$ cat src/rtl/touch_key_if.sv
// Start/press request and emulated sensor outputs of the touch-key generator.
`timescale 1ns/1ps

interface touch_key_if;
    logic       start;
    logic [3:0] press_num;
    logic       busy;
    logic       done;
    logic       touch_key;

    modport master (
        output start,
        output press_num,
        input  busy,
        input  done,
        input  touch_key
    );

    modport slave (
        input  start,
        input  press_num,
        output busy,
        output done,
        output touch_key
    );
endinterface

$ cat src/rtl/touch_key_gen.sv
// Touch-sensor emulator: plays press_num presses of bounce, stable high and low gap.
`timescale 1ns/1ps

module touch_key_gen #(
    parameter int unsigned PRESS_CYC  = 100,
    parameter int unsigned GAP_CYC    = 50,
    parameter int unsigned BOUNCE_NUM = 4,
    parameter int unsigned BOUNCE_CYC = 3
) (
    input  logic        sys_clk,
    input  logic        sys_rst_n,
    touch_key_if.slave  tk_if
);

    localparam int unsigned CNT_W = 16;
    localparam int unsigned IDX_W = 4;

    typedef enum logic [2:0] {
        ST_IDLE,
        ST_BOUNCE,
        ST_PRESS,
        ST_GAP,
        ST_DONE
    } state_e;

    // Each press starts with bounce, or straight with the stable high when there is none.
    localparam state_e             FIRST_ST  = (BOUNCE_NUM == 0) ? ST_PRESS : ST_BOUNCE;
    localparam logic [CNT_W-1:0]   FIRST_CNT = (BOUNCE_NUM == 0) ? CNT_W'(PRESS_CYC - 1)
                                                                 : CNT_W'(BOUNCE_CYC - 1);
    localparam logic [IDX_W-1:0]   LAST_IDX  = IDX_W'(BOUNCE_NUM - 1);

    state_e             state_q;
    logic [CNT_W-1:0]   cnt_q;
    logic [IDX_W-1:0]   bidx_q;
    logic [IDX_W-1:0]   pcnt_q;
    logic               touch_q;
    logic               busy_q;
    logic               done_q;

    // Counter holds remaining cycles minus one of the current segment.
    always_ff @(posedge sys_clk or negedge sys_rst_n) begin
        if (!sys_rst_n) begin
            state_q <= ST_IDLE;
            cnt_q   <= '0;
            bidx_q  <= '0;
            pcnt_q  <= '0;
            touch_q <= 1'b0;
            busy_q  <= 1'b0;
            done_q  <= 1'b0;
        end else begin
            done_q <= 1'b0;
            case (state_q)
                ST_IDLE, ST_DONE: begin
                    touch_q <= 1'b0;
                    busy_q  <= 1'b0;
                    if (tk_if.start && (tk_if.press_num != '0)) begin
                        pcnt_q  <= tk_if.press_num;
                        busy_q  <= 1'b1;
                        state_q <= FIRST_ST;
                        cnt_q   <= FIRST_CNT;
                        bidx_q  <= '0;
                        touch_q <= 1'b1;
                    end else if (tk_if.start) begin
                        state_q <= ST_DONE;
                        done_q  <= 1'b1;
                    end else begin
                        state_q <= ST_IDLE;
                    end
                end
                ST_BOUNCE: begin
                    if (cnt_q != '0) begin
                        cnt_q <= cnt_q - CNT_W'(1);
                    end else if (bidx_q == LAST_IDX) begin
                        state_q <= ST_PRESS;
                        cnt_q   <= CNT_W'(PRESS_CYC - 1);
                        touch_q <= 1'b1;
                    end else begin
                        // Next segment index flips parity: high on even, low on odd.
                        bidx_q  <= bidx_q + IDX_W'(1);
                        cnt_q   <= CNT_W'(BOUNCE_CYC - 1);
                        touch_q <= bidx_q[0];
                    end
                end
                ST_PRESS: begin
                    if (cnt_q != '0) begin
                        cnt_q <= cnt_q - CNT_W'(1);
                    end else begin
                        state_q <= ST_GAP;
                        cnt_q   <= CNT_W'(GAP_CYC - 1);
                        touch_q <= 1'b0;
                    end
                end
                ST_GAP: begin
                    if (cnt_q != '0) begin
                        cnt_q <= cnt_q - CNT_W'(1);
                    end else begin
                        pcnt_q <= pcnt_q - IDX_W'(1);
                        if (pcnt_q != IDX_W'(1)) begin
                            state_q <= FIRST_ST;
                            cnt_q   <= FIRST_CNT;
                            bidx_q  <= '0;
                            touch_q <= 1'b1;
                        end else begin
                            state_q <= ST_DONE;
                            busy_q  <= 1'b0;
                            done_q  <= 1'b1;
                            touch_q <= 1'b0;
                        end
                    end
                end
                default: begin
                    state_q <= ST_IDLE;
                    touch_q <= 1'b0;
                    busy_q  <= 1'b0;
                end
            endcase
        end
    end

    assign tk_if.touch_key = touch_q;
    assign tk_if.busy      = busy_q;
    assign tk_if.done      = done_q;

endmodule
$ cat src/flat_wrapper.sv
// flat-port wrapper written by rule: the top's interface ports become plain ports
module touch_key_gen_flat 
#(
    parameter int unsigned PRESS_CYC  = 100,
    parameter int unsigned GAP_CYC    = 50,
    parameter int unsigned BOUNCE_NUM = 4,
    parameter int unsigned BOUNCE_CYC = 3
)
  (sys_clk, sys_rst_n, tk_if_start, tk_if_press_num, tk_if_busy, tk_if_done, tk_if_touch_key);
  touch_key_if tk_if_i ();
  input  logic sys_clk;
  input  logic sys_rst_n;
  input wire logic [$bits(tk_if_i.start)-1:0] tk_if_start;
  input wire logic [$bits(tk_if_i.press_num)-1:0] tk_if_press_num;
  output wire logic [$bits(tk_if_i.busy)-1:0] tk_if_busy;
  output wire logic [$bits(tk_if_i.done)-1:0] tk_if_done;
  output wire logic [$bits(tk_if_i.touch_key)-1:0] tk_if_touch_key;
  assign tk_if_i.start = tk_if_start;
  assign tk_if_i.press_num = tk_if_press_num;
  assign tk_if_busy = tk_if_i.busy;
  assign tk_if_done = tk_if_i.done;
  assign tk_if_touch_key = tk_if_i.touch_key;
  touch_key_gen #(.PRESS_CYC(PRESS_CYC), .GAP_CYC(GAP_CYC), .BOUNCE_NUM(BOUNCE_NUM), .BOUNCE_CYC(BOUNCE_CYC)) u_core (.sys_clk(sys_clk), .sys_rst_n(sys_rst_n), .tk_if(tk_if_i));
endmodule
$ cat config.mk
export PLATFORM = sky130hd
export DESIGN_NAME = touch_key_gen_flat
export DESIGN_NICKNAME = d
export VERILOG_FILES = /design/src/rtl/touch_key_if.sv /design/src/rtl/touch_key_gen.sv /design/src/flat_wrapper.sv
export SDC_FILE = /design/constraint.sdc
export NUM_CORES = 1
export LEC_CHECK = 0
export CAP_MARGIN = 20
export CORE_ASPECT_RATIO = 2
export CORE_MARGIN = 4
export CORE_UTILIZATION = 34
export CTS_BUF_LIST = sky130_fd_sc_hd__clkbuf_2 sky130_fd_sc_hd__clkbuf_4 sky130_fd_sc_hd__clkbuf_8
export DETAILED_ROUTE_END_ITERATION = 8
export GPL_ROUTABILITY_DRIVEN = 1
export GPL_TIMING_DRIVEN = 0
export SKIP_CTS_REPAIR_TIMING = 1
export SLEW_MARGIN = 20
export SYNTH_ARGS = -nofsm -noshare
export SYNTH_HDL_FRONTEND = slang
export SYNTH_SLANG_ARGS = --single-unit
$ cat constraint.sdc
create_clock -name sys_clk -period 2.1 [get_ports sys_clk]
set_input_delay 0.63 -clock sys_clk [delete_from_list [all_inputs] [get_ports sys_clk]]
set_output_delay 0.63 -clock sys_clk [all_outputs]
set_load 0.005 [all_outputs]
# After elaboration in Yosys (flattened, before gate mapping)
# Cells that the tools add are included.
# word_totals
regBits,30
output_inout_bits,3
word_cells,80
# classes
addsub,3
eq_ne,15
mux,39
n_bitwise,1
n_reduce_logical,15
# ops
cell,count
$mux 16,5
$pmux 16 s4,1
$mux 4,7
$mux 3,7
$reduce_bool 16->1,1
$sub 16x1->16 const B,1
$mux 1,12
$pmux 3 s4,1
$pmux 4 s3,1
$reduce_and 3->1,4
$ne 2x2->1 const B,5
$pmux 4 s2,1
$reduce_bool 4->1,2
$mux 7,1
$eq 3x2->1 const B,2
$ne 2x1->1 const B,3
$reduce_and 6->1,1
$add 4x1->4 const B,1
$eq 4x2->1 const B,1
$ne 4x1->1 const B,1
$pmux 1 s4,1
$reduce_and 4->1,1
$reduce_or 2->1,2
$sub 4x1->4 const B,1
other kinds (10),10

# Logic depth before layout (Yosys ltp)
# Gate-level depths: netlist of run 1.
# depth
ltp_word,4
depth_mapped,9

# Worst setup path after synthesis of run 1
# No wires, ideal clock.
# synth_timing
path_type,register to register
start,reg u_core.cnt_q[0]
end,reg u_core.cnt_q[4]
setup_ns,0.124
arrival_time_ns,2.206
setup_slack_ns,-0.230
stages_incl_launch_ff,9
path_buffers,1
period_less_slack_ns,2.330
cell_sequence,dfrtp_1 > inv_1 > ha_1 > or3b_1 > clkbuf_1 > nor4_4 > and2_1 > a2111oi_0 > a211o_1
# synth_between
elab_chain_len,3
word_cells_on_any_way,8
cone_classes,add/sub (1); eq/ne (1); mux (4); reduce/logical (2)
# synth_rtl
element,line_no,text
start: declaration,touch_key_gen.sv:33,logic [CNT_W-1:0] cnt_q;
start signal: assignment,touch_key_gen.sv:72,cnt_q <= cnt_q - CNT_W'(1);
start signal: assignment,touch_key_gen.sv:75,cnt_q <= CNT_W'(PRESS_CYC - 1);
start signal: assignment,touch_key_gen.sv:80,cnt_q <= CNT_W'(BOUNCE_CYC - 1);
$sub 16x1->16 / $reduce_bool 16->1 (equally long branches),-,
"$mux 16, or another cell as far along",touch_key_gen.sv:94,if (cnt_q != '0) begin
$pmux 16 s4 / $reduce_and 3->1 (equally long branches),-,
# Parallel ways exist; a longest one is shown, timed or not.
# A chain may end at the register's enable or synchronous reset.

# Worst setup path in the final report of run 1
# layout_timing
start,reg u_core.cnt_q[1]
end,reg u_core.cnt_q[1]
# Same word-level chain as after synthesis.

==> results summary, run 1 <==
The flow ran to the end, but the final reports show violations. The checks that failed: setup timing. The number of buffers created by CTS came out at 5. Of the synthesized area, sequential elements account for 41.2%. The mean instance size in the synthesized netlist is roughly 8.6 µm². The area share of fa/ha/maj cells after synthesis is 2.75%. The largest fanout on the critical path is 7.

The number of filler cells placed in the layout came out at 500. The final net count came out at 251. The maximum number of pins on one net before global-route repair is 31. The post-detailed-route wirelength per cell came out at 18.8 µm. The residual overflow from global routing came out at 0. The die outline height is 112 µm.

The post-place setup slack is -0.772 ns. The global-route usage over all layers came out at 16.7%. In the post-synthesis netlist, the biggest area contributors are sky130_fd_sc_hd__dfrtp_1 (41%), sky130_fd_sc_hd__o21ai_0 (5.5%), sky130_fd_sc_hd__nor2_1 (4.9%). The first TritonRoute pass finished after 4 iterations. The routed layout has between 1500 and 2000 vias. The switching power of the nets is 1.27 mW. The required time of the worst setup path came out at 2.29 ns. The post-layout minimum cycle time came out at 2.36 ns. The flip-flop cell with the highest count after synthesis is sky130_fd_sc_hd__dfrtp_1. The initial antenna violation count was 0. The flip-flop and latch count after synthesis is 30. The share of flip-flops with an asynchronous set or reset after synthesis came out at 100%. The post-place instance area came out at 2000 µm².

The most area-hungry cell type in the Yosys netlist is sky130_fd_sc_hd__dfrtp_1. Setup repair after global routing could not meet its margin everywhere. Measured in cells, the most critical reg-to-reg path has a length of 8. The overall die area came out at 6660 µm². Yosys instantiated no cell more often than sky130_fd_sc_hd__dfrtp_1. The synthesized-area fraction occupied by ao, oa, aoi and oai cells came out at approximately a fifth.

The clock transition time at the flip-flop clock pins of the worst setup and hold paths came out at roughly 0.07 ns. The worst max-slew margin expressed relative to the limit is 52.3%. Measured on the finished design, the core utilization comes to a little under half.

TritonCTS built the clock tree. The worst-case IR drop observed on VDD is 576 µV. The total power draw is 3.05 mW.

The final number of setup-violating endpoints came out at 20. The depth of the CTS H-tree came out at 2. During placement, the flow inserted port buffers numbering 9. The number of DRC markers after the initial detailed-route iteration is 47. The share of total power in the clock network came out at 18.4%.

Sequential cells burn between 30 and 40% of the power. Net switching is a little over two fifths of the power. Detailed placement ended at an HPWL of between 3 and 4 mm. The endpoint identified for the worst register-to-register timing path is u_core.cnt_q[1]. The areal power density over the cells came out at 1250 nW/µm².

The register cell area after layout is 751 µm². The number of standard cells in the layout, taps in and fillers out came out at between 200 and 300. In this run the remaining antenna-violating nets after routing total 0.

The standard cell core area is ~5200 µm². The hold violation total from the final report came out at 0. The cell area after synthesis is 1820 µm².

Yosys mapped the design onto 51 distinct sky130hd cell types. By area, the combinational part of the netlist is dominated by simple AND/OR/NAND/NOR gates. The internal power of the cells totals approximately 1.8 mW. Between clock sinks in the finished design, the worst skew comes to 0.00276 ns. Synthesis produced a netlist with a net count of roughly 220. The path length in cells of the critical path came out at 8. The worst setup slack for register-to-register paths came out at -0.26 ns. The worst hold path belongs to the class input port to async pin. The first global-routing pass estimated about 8.5 mm of wire.

Once routing completed, OpenROAD measured the worst setup slack at -0.257 ns. The maximum root-to-sink buffer count came out at 2. The count of pins over their slew limit came out at 0. The aggregate routed wire length came out at 5.64 mm. The placed cell count came out at 278.

The initial utilization of the core area, before any placement, comes to a little over a third. The critical path class is flip-flop to flip-flop. The share of the clock period used by the worst path after layout came out at 112%. The per-cell via count in the routed design came out at a little under 6. The xor and xnor area share after synthesis is 0%. Combinational cells account for 47.8% of the total power. The clock network latency to the later pin of the worst-skew pair is a little under 0.3 ns. The synthesized instance count is between 200 and 250. The family with the most delay on the worst path is simple AND/OR/NAND/NOR gates. The multiplexer area fraction after synthesis came out at 0%.

The tool flagged a number of max-cap violations equal to 0. The timing-limited maximum frequency is 424 MHz. The worst register-to-register path begins at u_core.cnt_q[1]. The post-route worst hold slack is 0.388 ns.

In this design, the stage delay of the slowest critical-path cell is 0.63 ns. The design area is 2440 µm². The post-route netlist has 32.8% of its cells at a drive strength greater than 1. By count the netlist is led by sky130_fd_sc_hd__dfrtp_1 (30), sky130_fd_sc_hd__nor2_1 (24), sky130_fd_sc_hd__o21ai_0 (20).

At the worst endpoint, the arrival time is approximately 2.6 ns. The cell row count is 37. The number of warnings issued by yosys is 0. The critical path goes through inv_2 > ha_4 > or3b_4 > buf_8 > or4_4 > nand3_1 > o31ai_1 > a21oi_1. For this design, the slowest cell found on the critical path is sky130_fd_sc_hd__or4_4. STA classifies the critical path endpoint as a flip-flop. The proportion of netlist area held by the largest area contributor came out at 41.2%.

The tree is rooted in a sky130_fd_sc_hd__clkbuf_8. The number of global-route vias before repair is 1734. The residual DRC count came out at 0. The kind of start point of the critical path is a flip-flop. Of the total synthesized cell area, the portion taken by AND, OR, NAND and NOR gates is 31.2%. At the pin with the least slew margin, the transition time is between 0.7 and 0.8 ns. The number of enable-type register cells in the synthesized netlist is 0. The area taken by multi-input logic gates is 1210 µm². 10 I/O pins were placed. The leakage component of the power is approximately 1.0 nW. The floorplan step set the die width to 59.8 µm.

From synthesis to final layout, the design area changed by 34.0%. The number of antenna cells inserted came out at 0. Counting every sink on the clock net gives 30.

Together, buffers and inverters on the worst path number 2. The final weighted congestion in routability-driven placement came out at 0.807. The final sum of negative setup slack came out at -2.30 ns.
-- final cells by class --
class	count	area share [%]
Sequential cell	30	30.8
Timing Repair Buffer	24	8.51
Buffer	8	2.87
Inverter	6	0.923
Clock buffer	8	4.51
Tap cell	58	2.97
Multi-Input combinational cell	165	49.5
-- per-layer routing --
metal	GRT usage, %	share of wire [%]
met4	10.4	5.5
met3	2.32	2.6
met5	0	0
met1	16.9	34
met2	30.0	58
-- flip-flops by register name, summed over array words and instances, names as in the netlist --
name and count:
u_core.pcnt_q 4, u_core.cnt_q 16, u_core.tk_if.busy 1, u_core.tk_if.touch_key 1, u_core.bidx_q 4, u_core.state_q 3
u_core.tk_if.done 1
-- cell usage in the layout, fill, tap and decap left out, types with 7 or more instances in the layout --
master | synthesis | final
sky130_fd_sc_hd__a21oi_1 | 11 | 10
sky130_fd_sc_hd__buf_4 | 1 | 13
sky130_fd_sc_hd__clkbuf_8 | 0 | 8
sky130_fd_sc_hd__clkdlybuf4s50_1 | 0 | 7
sky130_fd_sc_hd__dfrtp_1 | 30 | 30
sky130_fd_sc_hd__nand2_1 | 17 | 14
sky130_fd_sc_hd__nor2_1 | 24 | 22
sky130_fd_sc_hd__o21ai_0 | 20 | 8
sky130_fd_sc_hd__o21ai_1 | 1 | 7
-- how the worst max path moves through the flow --
stage,startpoint,to,slack (ns)
6_report,u_core.cnt_q[1],u_core.cnt_q[1],-0.26
5_1_grt,u_core.cnt_q[1],u_core.cnt_q[1],-0.29
4_1_cts,u_core.cnt_q[0],u_core.pcnt_q[3],-0.61
3_5_place_dp,tk_if_press_num[0],u_core.cnt_q[7],-0.77
3_3_place_gp,tk_if_press_num[0],u_core.cnt_q[7],-0.75
2_1_floorplan,u_core.cnt_q[0],u_core.cnt_q[13],-0.05
-- power groups by stage --
stage | registers [mW] | logic (mW) | clock network (mW)
finish | 1.03 | 1.46 | 0.561
CTS | 0.982 | 1.08 | 0.577
global route | 1.06 | 1.58 | 0.593
detailed placement | 0.992 | 1.07 | 0
global placement | 0.984 | 1.06 | 0
floorplan | 0.932 | 0.831 | 0
-- worst register-to-register path: cells and delay by family, from the launching register on --
kind,cells,cell delay (ns)
buffers and inverters,2,0.25
flip-flops,1,0.41
adder cells (fa/ha/maj),1,0.14
AO/OA/AOI/OAI,2,0.31
AND/OR/NAND/NOR,3,1.15
-- logic make-up (layout without fill, tap and decap cells) --
group | after synthesis | after routing
AND/OR/NAND/NOR | 102 | 102
AO/OA/AOI/OAI | 59 | 59
flip-flops | 30 | 30
buffers and inverters | 16 | 46
adder cells (fa/ha/maj) | 4 | 4
No activity file was read; power rests on OpenSTA's default activity.
==> run 2: changes to the inputs <==
--- a/config.mk
+++ b/config.mk
@@ -13,8 +13,9 @@
 export DETAILED_ROUTE_END_ITERATION = 8
 export GPL_ROUTABILITY_DRIVEN = 1
 export GPL_TIMING_DRIVEN = 0
+export MAX_ROUTING_LAYER = met4
 export SKIP_CTS_REPAIR_TIMING = 1
-export SLEW_MARGIN = 20
+export SLEW_MARGIN = 30
 export SYNTH_ARGS = -nofsm -noshare
 export SYNTH_HDL_FRONTEND = slang
 export SYNTH_SLANG_ARGS = --single-unit
==> constraint.sdc (replaced) <==
create_clock -name sys_clk -period 2.9 [get_ports sys_clk]
set_input_delay 0.87 -clock sys_clk [delete_from_list [all_inputs] [get_ports sys_clk]]
set_output_delay 0.87 -clock sys_clk [all_outputs]
set_load 0.005 [all_outputs]
==> run 2 against run 1 <==
The run now ends clean. Critical path type is now input port to flip-flop. Non-clock buffer count is 12 lower. Total power decreased by 39%. Clock skew rose by 0.0027 ns. Core utilization down 6.3 points. Register-to-register slack improved by 0.49 ns. Final area fell by 13%. First-iteration DRC count up 110%. Global-route usage grew 0.76 points. Combinational power shrank 47%. Clock power decreased by 34%. Sequential power decreased by 31%. Critical path depth is 1 lower.
==> results summary, run 2 (synthesis gave the netlist of run 1 again) <==
The cell that appears most often on the critical path is sky130_fd_sc_hd__o21ai_0. The worst hold path begins at u_core.tk_if.touch_key. The die outline height came out at 112 µm (unchanged). The residual overflow from global routing came out at 0 (unchanged). The worst setup path is captured at a flip-flop. The per-cell via count in the routed design came out at 5.97 (+0.20%). The design internal power is 1.10 mW (-38%). The residual DRC count is 0 (unchanged). The final net count came out at 239 (-4.8%). Traced cell by cell, the critical path runs through clkdlybuf4s50_1 > or4_1 > nand3_2 > a32o_1 > buf_4 > o21ai_0 > o21ai_0. The estimated wirelength of the detail-placed design is 4.07 mm (+5.0%). The hold violation total from the final report is 0 (unchanged). The register with the most flip-flops in the final layout is u_core.cnt_q. The die span in x came to 59.8 µm (unchanged). Timing would allow up to 367 MHz. Leaving out fill and tap cells, the most frequent cells in the layout are sky130_fd_sc_hd__dfrtp_1 (30), sky130_fd_sc_hd__nor2_1 (24), sky130_fd_sc_hd__o21ai_0 (20), sky130_fd_sc_hd__nand2_1 (17), sky130_fd_sc_hd__nor3_1 (12). The worst max-slew margin expressed relative to the limit came out at 32.7% (-20 points). Setup repair after global routing left no endpoint under its margin. The combinational share of power is 41.9% (-5.9 points). The number of buffers created by CTS came to 5 (unchanged). The overall die area is 6660 µm² (unchanged).

The cell row count is 37 (unchanged). The maximum root-to-sink buffer count came to 2 (unchanged). The post-detailed-route wirelength per cell is 18.1 µm (-4.1%).

The number of I/O pins is 10 (unchanged). The stage delay of the slowest cell on the critical path came to 0.63 ns (about the same). The core occupancy in the finished layout came out at 40.8% (-6.3 points). The clock network latency to the later pin of the worst-skew pair was 0.29 ns (about the same). The sequential fraction of design power was 38.3% (+4.5 points).

The length of the first detailed-routing pass in iterations came out at 4 (unchanged). The share of the clock period used by the worst path after layout came out at 93.9%. The root buffer cell chosen for the clock tree is sky130_fd_sc_hd__clkbuf_8. The leakage component of the power came out at 0.883 nW (-13%). The share of total power in the clock network is 19.8% (+1.4 points). The largest fanout on the critical path came out at 10 (+3). The count of pins over their slew limit came out at 0 (unchanged). The reported max-cap violation count is 0 (unchanged). The clock transition time at the flip-flop clock pins of the worst setup and hold paths was 0.07 ns (about the same).

The initial core utilization came to 35.1% (unchanged). The number of DRC markers after the initial detailed-route iteration came to 97 (+110%). The area growth from synthesis to layout is 16.0%. The length in cells of the worst reg-to-reg path is 9 (+1).

The number of global-route vias before repair came out at 1766 (+1.8%). The final number of setup-violating endpoints is 0 (-100%). STA classifies the critical path startpoint as an input port. The total power draw came to 1.86 mW (-39%). The data arrival at the endpoint of the critical path is 2.93 ns (+0.38 ns). The number of clock sinks came out at 30 (unchanged). The terminating pin of the worst hold path is u_core.tk_if.touch_key. The critical path class is input port to flip-flop. The path length in cells of the critical path is 7 (-1). The required time of the worst setup path came to 3.10 ns (+0.81 ns). The worst-case clock skew is 0.00551 ns (+0.00275 ns). The via count of the routed design is 1713 (-3.8%). The global-route usage over all layers came out at 17.5% (+0.76 points). The depth of the worst hold-timing path is 1. The initial antenna violation count came out at 0 (unchanged). The depth of the CTS H-tree came to 2 (unchanged). The largest registers in the layout are u_core.cnt_q: 16 flops, u_core.bidx_q: 4 flops, u_core.pcnt_q: 4 flops.

The aggregate routed wire length is 5.19 mm (-8.0%). The areal power density over the cells is 879 nW/µm² (-30%). The number of antenna cells inserted is 0 (unchanged). The share of post-route cells with drive strength above 1 came out at 11.8% (-21 points). The maximum number of pins on one net before global-route repair came to 18 (-42%).

TritonCTS built the clock tree. The switching part of the total came out at 40.9% (-0.75 points). The largest individual stage delay along the critical path comes from the cell sky130_fd_sc_hd__or4_1. The measured slew at the worst slew-check pin is 0.996 ns (+0.280 ns).

The class of the most critical hold timing path is flip-flop to flip-flop. The number of nets with antenna violations after detailed routing is 0 (unchanged). The startpoint identified for the worst register-to-register timing path is u_core.cnt_q[0]. The maximum VDD drop came out at 375 µV (-35%). In this run the critical register-to-register path is captured at u_core.cnt_q[15]. The first-pass GRT wire length is 8.51 mm (+0.32%). The library cell used most frequently in the layout, excluding fill and tap cells, is sky130_fd_sc_hd__dfrtp_1. The standard cell core area came out at 5180 µm² (unchanged). The worst path buffer plus inverter count is 2 (unchanged). The switching power of the nets was 0.761 mW (-40%).

The count of port buffers added during placement is 9 (unchanged). The final weighted congestion in routability-driven placement came out at 0.904 (+12%). The worst setup slack for register-to-register paths was 0.23 ns (+0.49 ns).

The flow ran to the end, and the final reports show no timing, DRC or antenna violations. For the finished layout, the period the worst path requires is 2.72 ns. The flip-flop count of the largest register after layout came out at 16 (unchanged). The kind of cell with the highest combined delay along the critical path is simple AND/OR/NAND/NOR gates.
==> run 2: worst max path at each step <==
| stage | endpoint | start |
|---|---|---|
| 5_1_grt | u_core.cnt_q[15] | u_core.cnt_q[0] |
| 6_report | u_core.cnt_q[15] | tk_if_press_num[0] |
| 3_3_place_gp | u_core.cnt_q[8] | tk_if_press_num[0] |
| 4_1_cts | u_core.cnt_q[15] | tk_if_press_num[0] |
| 3_5_place_dp | u_core.cnt_q[15] | tk_if_press_num[0] |
| 2_1_floorplan | u_core.cnt_q[4] | u_core.cnt_q[0] |
==> run 2: layer usage <==
metal | vias up | global-route usage, % | part of all wire, % | routed length (µm)
li1 | 824 | - | - | -
met1 | 837 | 16.4 | 35 | 1810
met2 | 35 | 30.5 | 58 | 3000
met3 | 17 | 3.13 | 3.1 | 160
met4 | 0 | 11.2 | 4.2 | 217
met5 | - | - | 0 | 0
==> run 2: power by group through the flow <==
stage          Combinational (mW)  Sequential (mW)  Clock [mW]
3_3_place_gp                0.754            0.713           0
6_report                    0.778            0.711       0.368
3_5_place_dp                0.777            0.716           0
4_1_cts                     0.780            0.709       0.375
5_1_grt                     0.875            0.732       0.397
2_1_floorplan               0.586            0.675           0
==> run 2: through the flow <==
step / TNS [ns] / setup WS, ns / hold slack (ns) / instance area, µm² / cells
after floorplan: 0 / 0.570 / 0.454 / 1820 / 211
after detailed placement: -1.97 / -0.244 / 0.471 / 2010 / 279
after global routing: 0 / 0.00109 / 0.506 / 2110 / 287
after CTS: 0 / 0.0391 / 0.486 / 2110 / 287
final: 0 / 0.176 / 0.484 / 2110 / 287
after global placement: -2.04 / -0.233 / 0.464 / 1980 / 278
==> run 2: cell type report <==
cell class | instances | area [µm²]
clock buffers | 7 | 90.1
repair buffers | 10 | 113
flip-flops and latches | 30 | 751
clock inverters | 1 | 5.00
inverters | 6 | 22.5
multi-input cells | 165 | 1010
well taps | 58 | 72.6
fillers | 553 | 3070
plain buffers | 10 | 50.0
==> run 3: changes to the inputs <==
--- a/config.mk
+++ b/config.mk
@@ -9,7 +9,6 @@
 export CORE_ASPECT_RATIO = 2
 export CORE_MARGIN = 4
 export CORE_UTILIZATION = 34
-export CTS_BUF_LIST = sky130_fd_sc_hd__clkbuf_2 sky130_fd_sc_hd__clkbuf_4 sky130_fd_sc_hd__clkbuf_8
 export DETAILED_ROUTE_END_ITERATION = 8
 export GPL_ROUTABILITY_DRIVEN = 1
 export GPL_TIMING_DRIVEN = 0
==> run 3 against run 2 <==
Register-to-register slack improved by 0.03 ns. Sequential power about the same. Critical path depth unchanged. Die area unchanged. Critical endpoint unchanged. Clock skew about the same. Setup slack improved by 0.0058 ns. Core utilization increased by 0.51 points. Largest power group unchanged. Critical path type unchanged. First-iteration DRC count increased by 12%. Final cell count increased by 1.4%.
==> results summary, run 3 (synthesis gave the netlist of run 1 again) <==
The library cell used most frequently in the layout, excluding fill and tap cells, is sky130_fd_sc_hd__dfrtp_1. The areal power density over the cells is 867 nW/µm² (-1.3%). The residual overflow from global routing came to 0 (unchanged).

Compared with the post-synthesis result, the final layout area differs by 17.4%. The number of clock sinks is 30 (unchanged). The final net count is 243 (+1.7%).

The worst setup path is launched from an input port. The worst path buffer plus inverter count came out at 2 (unchanged). The die outline height came out at 112 µm (unchanged). The first-pass GRT wire length was 8.51 mm (about the same). The global-route usage over all layers is 17.4% (-0.070 points). The maximum VDD drop is 324 µV (-14%). The measured slew at the worst slew-check pin came out at 0.937 ns (-0.0586 ns). The number of standard cells in the layout, taps in and fillers out is 291 (+1.4%). The per-cell via count in the routed design was 5.88 (-1.4%). The overall die area is 6660 µm² (unchanged). The share of post-route cells with drive strength above 1 is 12.9% (+1.1 points). The largest registers in the layout are u_core.cnt_q: 16 flops, u_core.bidx_q: 4 flops, u_core.pcnt_q: 4 flops. The share of total power in the clock network is 19.3% (-0.5 points). The standard cell core area is 5180 µm² (unchanged).

The number of I/O pins is 10 (unchanged). The final weighted congestion in routability-driven placement is 0.904 (unchanged). Setup repair after global routing left no endpoint under its margin. The length of the first detailed-routing pass in iterations came out at 4 (unchanged). The post-route worst hold slack is 0.484 ns (-0.0000600 ns).

The number of antenna cells inserted is 0 (unchanged). The largest fanout on the critical path came to 10 (unchanged). The count of port buffers added during placement was 9 (unchanged). The switching part of the total is 41.0% (+0.068 points). The run finished with clean final reports. The number of global-route vias before repair is 1763 (-0.17%). The flip-flop count of the largest register after layout is 16 (unchanged). CTS placed an instance of sky130_fd_sc_hd__clkbuf_8 at the clock tree root. The number of nets with antenna violations after detailed routing is 0 (unchanged). The maximum number of pins on one net before global-route repair is 18 (unchanged). TritonCTS built the clock tree. The worst max-slew margin expressed relative to the limit came to 36.7% (+4.0 points). The residual DRC count came out at 0 (unchanged). The switching power of the nets came to 0.761 mW (about the same).

The post-layout minimum cycle time is 2.72 ns (-0.00579 ns). The worst setup path is captured at a flip-flop. u_core.cnt_q holds more flip-flops than any other register. The post-detailed-route wirelength per cell came to 17.9 µm (-0.77%). The total power draw is 1.86 mW (-0.10%). The timing-limited maximum frequency is 368 MHz (+0.21%). The kind of cell with the highest combined delay along the critical path is simple AND/OR/NAND/NOR gates. The stage delay of the slowest cell on the critical path was 0.63 ns (about the same). The worst-case clock skew was 0.00578 ns (+0.000271 ns).

The number of buffers created by CTS is 5 (unchanged). The largest individual stage delay along the critical path comes from the cell sky130_fd_sc_hd__or4_1. The design internal power is 1.09 mW (-0.22%). The setup path with the least slack is of type input port to flip-flop. The clock transition time at the flip-flop clock pins of the worst setup and hold paths came out at 0.07 ns (about the same). The setup slack of the critical path after layout came to 0.182 ns (+0.00579 ns). The data arrival at the endpoint of the critical path came to 2.92 ns (about the same). The hold violation total from the final report came out at 0 (unchanged). The leakage component of the power came to 0.901 nW (+2.1%). The die span in x is 59.8 µm (unchanged). The cell row count came to 37 (unchanged). The worst hold path belongs to the class flip-flop to flip-flop. Leaving out fill and tap cells, the most frequent cells in the layout are sky130_fd_sc_hd__dfrtp_1 (30), sky130_fd_sc_hd__nor2_1 (24), sky130_fd_sc_hd__o21ai_0 (20), sky130_fd_sc_hd__nand2_1 (17), sky130_fd_sc_hd__nor3_1 (12). The maximum root-to-sink buffer count is 2 (unchanged).

The sequential fraction of design power is 38.3% (about the same). The number of DRC markers after the initial detailed-route iteration was 109 (+12%). The placed cell count came out at 279 (unchanged). Walking the worst path, the cells encountered are clkdlybuf4s50_1 > or4_1 > nand3_2 > a32o_1 > buf_4 > o21ai_0 > o21ai_0. The aggregate routed wire length was 5.22 mm (+0.62%).

The final sum of negative setup slack came to 0 ns (unchanged). The initial core utilization is 35.1% (unchanged). The via count of the routed design came to 1712 (-0.058%).

The reported max-cap violation count came out at 0 (unchanged). In this design, the critical path's most frequently occurring cell is sky130_fd_sc_hd__o21ai_0. The initial antenna violation count is 0 (unchanged).

The clock network latency to the later pin of the worst-skew pair is 0.29 ns (about the same). The count of pins over their slew limit came to 0 (unchanged). The estimated wirelength of the detail-placed design is 4.07 mm (unchanged).

The required time of the worst setup path is 3.10 ns (about the same). The final number of setup-violating endpoints came out at 0 (unchanged). The share of the clock period used by the worst path after layout is 93.7% (-0.20 points). The depth of the CTS H-tree came out at 2 (unchanged).

The combinational share of power is 42.3% (+0.4 points). The post-place setup slack is -0.244 ns (unchanged).
## run 3: changes by cell type in the layout (fill, tap and decap cells not counted)
cell | previous run | this run
sky130_fd_sc_hd__buf_4 | 1 | 5
sky130_fd_sc_hd__clkbuf_1 | 7 | 8
sky130_fd_sc_hd__clkbuf_4 | 1 | 0
## run 3: area by class of cell
cell class / count / area [µm²]
Multi-Input combinational cell: 165 / 1010
Buffer: 10 / 50.0
Fill cell: 548 / 3050
Clock inverter: 1 / 5.00
Inverter: 6 / 22.5
Sequential cell: 30 / 751
Timing Repair Buffer: 14 / 143
Tap cell: 58 / 72.6
Clock buffer: 7 / 86.3
## run 3: final timing paths
check	from	to	slack, ns	cells past startpoint
setup / recovery	tk_if_press_num[0]	u_core.cnt_q[15]	0.18	7
hold / removal	u_core.tk_if.touch_key	u_core.tk_if.touch_key	0.48	1
setup reg to reg	u_core.cnt_q[0]	u_core.cnt_q[13]	0.26	8
hold reg to reg	u_core.tk_if.touch_key	u_core.tk_if.touch_key	0.48	1
max in group asynchronous	sys_rst_n	u_core.tk_if.touch_key	2.00	2
min in group asynchronous	sys_rst_n	u_core.tk_if.done	0.49	1
## run 3: through the flow
step	instance area [µm²]	util, %
2_1_floorplan	1820	-
3_3_place_gp	1980	38.3
3_5_place_dp	2010	38.8
4_1_cts	2100	40.6
5_1_grt	2140	41.3
6_report	2140	41.3
## run 3: metal layers
metal	track usage [%]	vias up	part of all wire, %
met1	16.2	823	35
met3	3.13	19	3.0
met5	-	-	0
met2	30.6	38	58
met4	10.8	0	4.5
li1	-	832	-
## run 3: power by group through the flow
stage                     Sequential [mW]  Clock (mW)  Combinational [mW]
after floorplan                     0.675           0               0.586
after global placement              0.713           0               0.754
after detailed placement            0.716           0               0.777
after CTS                           0.709       0.365               0.780
after global routing                0.732       0.385               0.885
final                               0.712       0.358               0.786
